## src/rtl/sha2_sched_pkg.sv

```systemverilog
// Shared definitions for the SHA-224/256 message-schedule stage: sizes,
// the schedule state encoding and the small word helpers (rotate, sigma, byte swap).
package sha2_sched_pkg;

  localparam int WORD_W  = 32;
  localparam int BLOCK_W = 512;
  localparam int ROUNDS  = 64;
  localparam int NUM_WIN = BLOCK_W / WORD_W;

  typedef enum logic {
    IDLE   = 1'b0,
    EXPAND = 1'b1
  } sched_state_e;

  function automatic logic [WORD_W-1:0] rotr32(input logic [WORD_W-1:0] x, input int unsigned n);
    rotr32 = (x >> n) | (x << (WORD_W - n));
  endfunction

  function automatic logic [WORD_W-1:0] sigma0_256(input logic [WORD_W-1:0] x);
    sigma0_256 = rotr32(x, 7) ^ rotr32(x, 18) ^ (x >> 3);
  endfunction

  function automatic logic [WORD_W-1:0] sigma1_256(input logic [WORD_W-1:0] x);
    sigma1_256 = rotr32(x, 17) ^ rotr32(x, 19) ^ (x >> 10);
  endfunction

  // The padder places message byte k in lane k, so each word needs its bytes reversed
  // to become a big-endian SHA-256 word.
  function automatic logic [WORD_W-1:0] bswap32(input logic [WORD_W-1:0] x);
    bswap32 = {x[7:0], x[15:8], x[23:16], x[31:24]};
  endfunction

endpackage

```

## src/rtl/sha256_sched_next.sv

```systemverilog
// Combinational generator of the next schedule word:
// W[t+16] = s1(W[t+14]) + W[t+9] + s0(W[t+1]) + W[t], modulo 2^32.
module sha256_sched_next
  import sha2_sched_pkg::*;
(
  input  logic [WORD_W-1:0] w0_i,
  input  logic [WORD_W-1:0] w1_i,
  input  logic [WORD_W-1:0] w9_i,
  input  logic [WORD_W-1:0] w14_i,
  output logic [WORD_W-1:0] w16_o
);

  // Four-input modular sum of the window taps and their sigma functions.
  always_comb begin
    w16_o = sigma1_256(w14_i) + w9_i + sigma0_256(w1_i) + w0_i;
  end

endmodule

```

## src/rtl/msg_scheduler.sv

```systemverilog
// SHA-224/256 message-schedule stage. Takes one padded 512-bit block per input beat
// and streams W0..W63 out one word per cycle. A 16-word sliding window holds
// W[t]..W[t+15]; every accepted output word shifts it and appends W[t+16].
// A new block can be taken in the same cycle that W63 is accepted, so blocks
// stream with no bubble. That creates a combinational m_axis_tready -> s_axis_tready path.
// Optional feature macro: SCHED_ROUND_IDX_EN adds the m_axis_round output (current t).
module msg_scheduler
  import sha2_sched_pkg::*;
#(
  parameter int P_S_AXIS_DATA_WIDTH = 512,
  parameter int P_M_AXIS_DATA_WIDTH = 32,
  parameter int NUM_ROUNDS          = 64
) (
  input  logic                           axi_aclk,
  input  logic                           axi_reset,
  input  logic [P_S_AXIS_DATA_WIDTH-1:0] s_axis_tdata,
  input  logic                           s_axis_tvalid,
  output logic                           s_axis_tready,
  input  logic                           s_axis_tlast,
  output logic [P_M_AXIS_DATA_WIDTH-1:0] m_axis_tdata,
  output logic                           m_axis_tvalid,
  input  logic                           m_axis_tready,
  output logic [1:0]                     m_axis_tuser,
  output logic                           m_axis_tlast
`ifdef SCHED_ROUND_IDX_EN
  ,
  output logic [5:0]                     m_axis_round
`endif
);

  localparam logic [5:0] T_LAST = 6'(ROUNDS - 1);

  if (P_S_AXIS_DATA_WIDTH != BLOCK_W) begin : g_bad_s_width
    $error("msg_scheduler: P_S_AXIS_DATA_WIDTH must be 512");
  end
  if (P_M_AXIS_DATA_WIDTH != WORD_W) begin : g_bad_m_width
    $error("msg_scheduler: P_M_AXIS_DATA_WIDTH must be 32");
  end
  if (NUM_ROUNDS != ROUNDS) begin : g_bad_rounds
    $error("msg_scheduler: NUM_ROUNDS must be 64");
  end

  sched_state_e      state_q, state_d;
  logic [5:0]        t_q, t_d;
  logic              last_q, last_d;
  logic [WORD_W-1:0] win_q [NUM_WIN];
  logic [WORD_W-1:0] win_d [NUM_WIN];
  logic [WORD_W-1:0] w_next;
  logic              t_is_last;
  logic              in_hs;
  logic              out_hs;

  sha256_sched_next u_next (
    .w0_i  (win_q[0]),
    .w1_i  (win_q[1]),
    .w9_i  (win_q[9]),
    .w14_i (win_q[14]),
    .w16_o (w_next)
  );

  // Handshake decode; upstream is held off only through tready, never by ignoring it.
  always_comb begin
    t_is_last     = (t_q == T_LAST);
    m_axis_tvalid = (state_q == EXPAND);
    s_axis_tready = !axi_reset &&
                    ((state_q == IDLE) ||
                     ((state_q == EXPAND) && t_is_last && m_axis_tready));
    in_hs         = s_axis_tvalid && s_axis_tready;
    out_hs        = m_axis_tvalid && m_axis_tready;
  end

  // Output word and sideband flags, all decoded straight from state flops.
  always_comb begin
    m_axis_tdata = win_q[0];
    m_axis_tuser = m_axis_tvalid ? {t_is_last, (t_q == 6'd0)} : 2'b00;
    m_axis_tlast = m_axis_tvalid && t_is_last && last_q;
  end

`ifdef SCHED_ROUND_IDX_EN
  // Round index exposed alongside the word it belongs to.
  always_comb begin
    m_axis_round = t_q;
  end
`endif

  // Next-state logic: a block load wins over the shift, which makes the back-to-back reload work.
  always_comb begin
    state_d = state_q;
    t_d     = t_q;
    last_d  = last_q;
    win_d   = win_q;
    if (in_hs) begin
      for (int i = 0; i < NUM_WIN; i++) begin
        win_d[i] = bswap32(s_axis_tdata[WORD_W*i +: WORD_W]);
      end
      last_d  = s_axis_tlast;
      t_d     = 6'd0;
      state_d = EXPAND;
    end else if (out_hs) begin
      for (int i = 0; i < NUM_WIN - 1; i++) begin
        win_d[i] = win_q[i+1];
      end
      win_d[NUM_WIN-1] = w_next;
      t_d              = t_q + 6'd1;
      if (t_is_last) begin
        state_d = IDLE;
      end
    end
  end

  // Schedule state register; reset clears the window so outputs read zero immediately.
  always_ff @(posedge axi_aclk or posedge axi_reset) begin
    if (axi_reset) begin
      state_q <= IDLE;
      t_q     <= 6'd0;
      last_q  <= 1'b0;
      for (int i = 0; i < NUM_WIN; i++) begin
        win_q[i] <= '0;
      end
    end else begin
      state_q <= state_d;
      t_q     <= t_d;
      last_q  <= last_d;
      for (int i = 0; i < NUM_WIN; i++) begin
        win_q[i] <= win_d[i];
      end
    end
  end

endmodule
```

## config.mk

```make
export PLATFORM = sky130hd
export DESIGN_NAME = msg_scheduler
export DESIGN_NICKNAME = d
export VERILOG_FILES = /design/src/rtl/sha2_sched_pkg.sv /design/src/rtl/sha256_sched_next.sv /design/src/rtl/msg_scheduler.sv
export SDC_FILE = /design/constraint.sdc
export NUM_CORES = 2
export LEC_CHECK = 0
export CORE_UTILIZATION = 35
export CTS_BUF_LIST = sky130_fd_sc_hd__clkbuf_16
export CTS_CLUSTER_DIAMETER = 50
export CTS_CLUSTER_SIZE = 25
export DETAILED_ROUTE_END_ITERATION = 10
export DONT_BUFFER_PORTS = 1
export SLEW_MARGIN = 10
export SYNTH_ARGS = -nofsm -noshare
export SYNTH_HDL_FRONTEND = slang
export SYNTH_SLANG_ARGS = --single-unit
```

## constraint.sdc

```tcl
create_clock -name axi_aclk -period 25.7 [get_ports axi_aclk]
set_input_delay 2.57 -clock axi_aclk [delete_from_list [all_inputs] [get_ports axi_aclk]]
set_output_delay 2.57 -clock axi_aclk [all_outputs]
set_load 0.05 [all_outputs]
```

**Word-level counts from Yosys, hierarchy flattened**

Cells that the tools add are included.

- $add $sub $neg: 4
- Eq/ne operators: 1
- Multiplexer cells: 8
- Bitwise logic cells: 9
- Reduce and logical (&&, ||, !) cells: 12

Operators with widths:

| kind | count |
|---|---|
| 2-to-1 mux 512 bit | 2 |
| adder 32 bit | 3 |
| XOR 32 bit | 2 |
| OR 13 x 32 -> 32 bit | 1 |
| OR 14 x 32 -> 32 bit | 1 |
| OR 15 x 32 -> 32 bit | 1 |
| OR 25 x 32 -> 32 bit | 1 |
| XOR 32 x 22 -> 32 bit | 1 |
| XOR 32 x 29 -> 32 bit | 1 |
| 2-to-1 mux 6 bit | 2 |
| adder 6 x 1 -> 6 bit, second input constant | 1 |
| == test 6 bit, second input constant | 1 |
| logical AND 1 bit | 6 |
| logical NOT 6 bit | 1 |
| nonzero test 2 bit | 2 |
| 2-to-1 mux 1 bit | 3 |
| 2-to-1 mux 2 bit | 1 |
| AND reduction 2 bit | 1 |
| logical NOT 1 bit | 1 |
| logical OR 1 bit | 1 |
| NOT 1 bit | 1 |

- Register bits after elaboration: 520
- Bits of input ports: 517
- Output and inout bits: 37
- Logic and storage cells: 53

**Logic depth before layout (Yosys ltp)**

- Word-level depth: 8
- Mapped depth: 16
- Gate-level depth less buffers: 14

**Cells and area by module**

Synthesis repeated with hierarchy kept, for this count alone.

- Cell total of the unflattened synthesis: 2,321
- Area, all modules: 27,516.4 um^2

Modules (own cells, without submodules):

| module | times used | cells an instance | area each (um^2) | seq. area each (um^2) |
|---|---|---|---|---|
| msg_scheduler | 1 | 1,840 | 23,373.7 | 13,012.5 |
| sha256_sched_next | 1 | 481 | 4,142.7 | 0.0 |

**Worst setup path after synthesis**

Ideal clock, no wire load.

- Path type: input to output
- Start: input port axi_reset
- End: output port s_axis_tready
- Data arrival time: 14.553 ns
- Data required time: 23.130 ns
- Path slack: 8.577 ns
- Stages on the path: 2
- Buffers on the path: 0
- Cell sequence: inv_1 > and2_1

- Word-level cells in the longest chain between the ends: 2

Ends and longest elaborated chain:

| what | RTL line | RTL |
|---|---|---|
| start, declared | msg_scheduler.sv:15 | `input logic axi_reset,` |
| logical NOT 1 bit (no line) | n/a |  |
| logical AND 1 bit | msg_scheduler.sv:65 | `s_axis_tready = !axi_reset &&` |
| end, declared | msg_scheduler.sv:18 | `output logic s_axis_tready,` |

Every way passes these cells.

**Worst setup path in the final report**

- Start: input port m_axis_tready
- End: output port s_axis_tready

- Word-level cells in the longest chain between the ends: 3

Ends and longest elaborated chain:

| what | RTL line | RTL |
|---|---|---|
| start, declared | msg_scheduler.sv:22 | `input logic m_axis_tready,` |
| logical AND 1 bit | msg_scheduler.sv:67 | `((state_q == EXPAND) && t_is_last && m_axis_tready));` |
| logical OR 1 bit | msg_scheduler.sv:66 | `((state_q == IDLE) \|\|` |
| logical AND 1 bit | msg_scheduler.sv:65 |  |

Every way passes these cells.

==> summary.txt <==
Synthesis
  • Count leader, synth: nand2_1
  • Synth area leader: dfrtp_1
  • Async SR Flop Fraction: 100.0%
  • Synth Flop Type: dfrtp_1
  • Syn avg cell area: roughly 8 um^2
  • Netlist Area Pre-Place: 28,070 um^2
  • Top cells by area, synth: dfrtp_1 (46%), nand2_1 (14%), a31oi_1 (11%)
  • Unique masters post-synth: 60
  • Synthesized net count: ~4,100
  • Sequential share of the synthesized area: between 40% and 50%
  • Yosys Warn Count: 0
  • Seq cells post-synth: between 500 and 600
  • Post-synth EDFFs: 0
  • Top post-synthesis cells by count: nand2_1 (1,017), nor2_1 (524), dfrtp_1 (520)
  • Synth top area share: between 40% and 50%
  • Mapped Cells: between 3,000 and 4,000

Worst setup path
  • End of the worst register-to-register path: win_q[405]$_DFFE_PP0P_
  • CP startpoint: m_axis_tready
  • CP Capture Type: primary output
  • WP data arrival: ~3.6 ns
  • CP Cell Sequence: inv_1, o31ai_2, and2_1
  • Crit path required time: 23.13 ns
  • Worst setup path category: input pin to primary output
  • Worst R2R Start: m_axis_tvalid$_DFFE_PP0P_
  • Slowest cell on crit path: and2_1
  • FF-to-FF path depth: 7
  • Worst-path fanout max: 4
  • Worst path bufs/invs: 1
  • Largest delay share family, worst path: simple AND/OR/NAND/NOR gates
  • R2R setup slack: roughly 21 ns
  • Max incr delay on CP: about 0.51 ns
  • Critical Path Source Type: input pin

Route
  • Wire length per cell: 24.50 um
  • DR vias: approximately 24,000
  • Via density: between 5 and 6
  • Final wirelength: between 100,000 and 150,000 um
  • ANT nets after route: 0
  • Remaining DRCs: 0
  • DRT iter0 DRCs: 2,345
  • Drt pass-1 iters: 5

Power and ir drop
  • Leak: between 10 and 15 nW
  • Power per Cell Area: roughly 180 nW/um^2
  • Maximum vdd drop: about 0.18 mV

Clocking
  • Inserted Clock Buffers: slightly above 70
  • Htree depth: 3
  • Clock Sinks: 520
  • Clk slew on worst S/H paths: about 0.070 ns
  • Bufs on Longest Clock Path: 3
  • Clk Latency, worst-skew pair: between 0.6 and 0.7 ns
  • Clock Root Buffer: clkbuf_16
  • Post-CTS setup repair buffer count: 0
  • Resized Gates After CTS: 0
  • Hold buffers post-CTS: 0
  • CTS tree: built

STA
  • Min Tclk post-route: 6.142 ns
  • RSZ-0062 raised after global routing: no
  • Final hold violation count: 0
  • Fin crit share: a little under a quarter
  • Setup tns final: 0 ns
  • Slew HR: ~23%
  • Slew at the pin with the worst max-slew slack: ~1.2 ns
  • Fmax: ~160 MHz
  • Final setup vio count: 0
  • Skew final: around 0.035 ns
  • Final Max Slew Viols: 0

Min path
  • Hold-critical path endpoint: win_q[15]$_DFFE_PP0P_
  • Worst hold start: win_q[15]$_DFFE_PP0P_
  • Worst min path class: register to register
  • Hold Path Depth: 2

Global route
  • First-pass GRT wire length: 154,200 um
  • GRT Total Usage: approximately 26%
  • Vias in the first global route: 22,690
  • Initial antenna violation count: 19
  • Pin count of the biggest net entering global routing: between 200 and 250
  • Congestion Overflow GR: 0

Floorplanning
  • I/O pin count: about 550
  • Die width: between 200 and 300 um
  • Starting Density: 35.47%
  • Core area: approximately 79,000 um^2
  • Die Height: ~290 um
  • Core Rows: between 100 and 150
  • Die footprint: between 80,000 and 90,000 um^2

Run status
  • Status: finished, final reports clean

Finish
  • Post-layout util: approximately two fifths
  • Syn-to-layout area delta: 10.18%
  • Fin nets: ~3,900
  • Share of layout cells above drive strength 1: 5.433%
  • Fill cells: around 8,000

Placement
  • Final HPWL DP: ~80,000 um
  • Buffers on Ports: 0
  • RD Place Congestion: about 0.90

Flow run
  • Max_cap viols: 0
==> how the worst max path moves through the flow <==
stage                     cells past startpoint  slack (ns)                     end
after floorplan                               2        8.58           s_axis_tready
after global placement                        5       18.92  win_q[249]$_DFFE_PP0P_
after detailed placement                      5       18.91  win_q[305]$_DFFE_PP0P_
after CTS                                     2       19.53           s_axis_tready
after global routing                          5       19.14  win_q[305]$_DFFE_PP0P_
final                                         3       19.56           s_axis_tready
==> cell families after synthesis <==
family	after synthesis	share of synthesized area (%)
AO/OA/AOI/OAI	632	14.26
XOR/XNOR	135	4.213
adder cells (fa/ha/maj)	95	5.893
buffers and inverters	446	6.553
flip-flops	520	46.36
multiplexers	7	0.2585
AND/OR/NAND/NOR	1626	22.46
==> power breakdown <==
| group | switching (W) | internal (W) | total (W) |
|---|---|---|---|
| clock | 0.000447 | 0.000612 | 0.00106 |
| sequential | 0.000304 | 0.00106 | 0.00136 |
| combinational | 0.00187 | 0.00123 | 0.00311 |
| total | 0.00263 | 0.00291 | 0.00553 |
==> per-stage QoR <==
stage | instance area (um^2) | hold slack (ns) | power (W) | setup WS, ns | cells
4_1_cts | 30890 | 0.4920 | 0.005529 | 19.53 | 4363
3_3_place_gp | 28340 | 0.4761 | 0.004412 | 18.92 | 4230
3_5_place_dp | 28340 | 0.4782 | 0.004434 | 18.91 | 4230
2_1_floorplan | 28070 | 0.4374 | 0.003575 | 8.577 | 3461
6_report | 30920 | 0.5231 | 0.005531 | 19.56 | 4378
5_1_grt | 30920 | 0.5508 | 0.005954 | 19.14 | 4377
==> worst reg2reg max path: cells and delay by family (launching register included) <==
| family | cells | cell delay [ns] |
|---|---|---|
| buffers and inverters | 3 | 2.76 |
| flip-flops | 1 | 0.77 |
| AND/OR/NAND/NOR | 2 | 0.86 |
| AO/OA/AOI/OAI | 2 | 0.42 |
==> final cells by class <==
cell class	instances	area, um^2	area share [%]
antenna	15	37.54	0.1214
clock inverter	61	747.0	2.415
sequential	520	13010	42.08
inverter	133	506.7	1.639
multi-input combinational	2495	13250	42.85
tap	1050	1314	4.248
clock buffer	72	1802	5.826
timing repair buffer	32	252.7	0.8173
==> flip-flops by register name (all words and copies together), names as in the netlist <==
| name | flops |
|---|---|
| m_axis_tdata | 32 |
| t_q | 6 |
| last_q | 1 |
| m_axis_tvalid | 1 |
| win_q | 480 |
==> layout by cell type (no fill, tap or decap), types with 11 or more instances in the layout <==
cell type and n:
dfrtp_1 520, a31oi_1 489, nor3_1 11, xnor2_1 116
nor2_1 523, nand3_1 18, ha_1 33, inv_1 134
diode_2 15, o21ai_0 20, xor2_1 19, nand2_1 1015
a21oi_1 44, clkbuf_16 72, buf_4 31, fa_1 62
and3_1 11, a21o_1 15, inv_6 14
==> metal layers <==
metal  vias to the layer above  track usage [%]  share of wire (%)
met1                     11910            34.96                 43
met2                       919            40.36                 47
met3                       151            5.720                7.6
li1                      10980                -                  -
met5                         -                0              0.047
met4                         8            8.316                2.8
(Power assumes the default switching activity.)
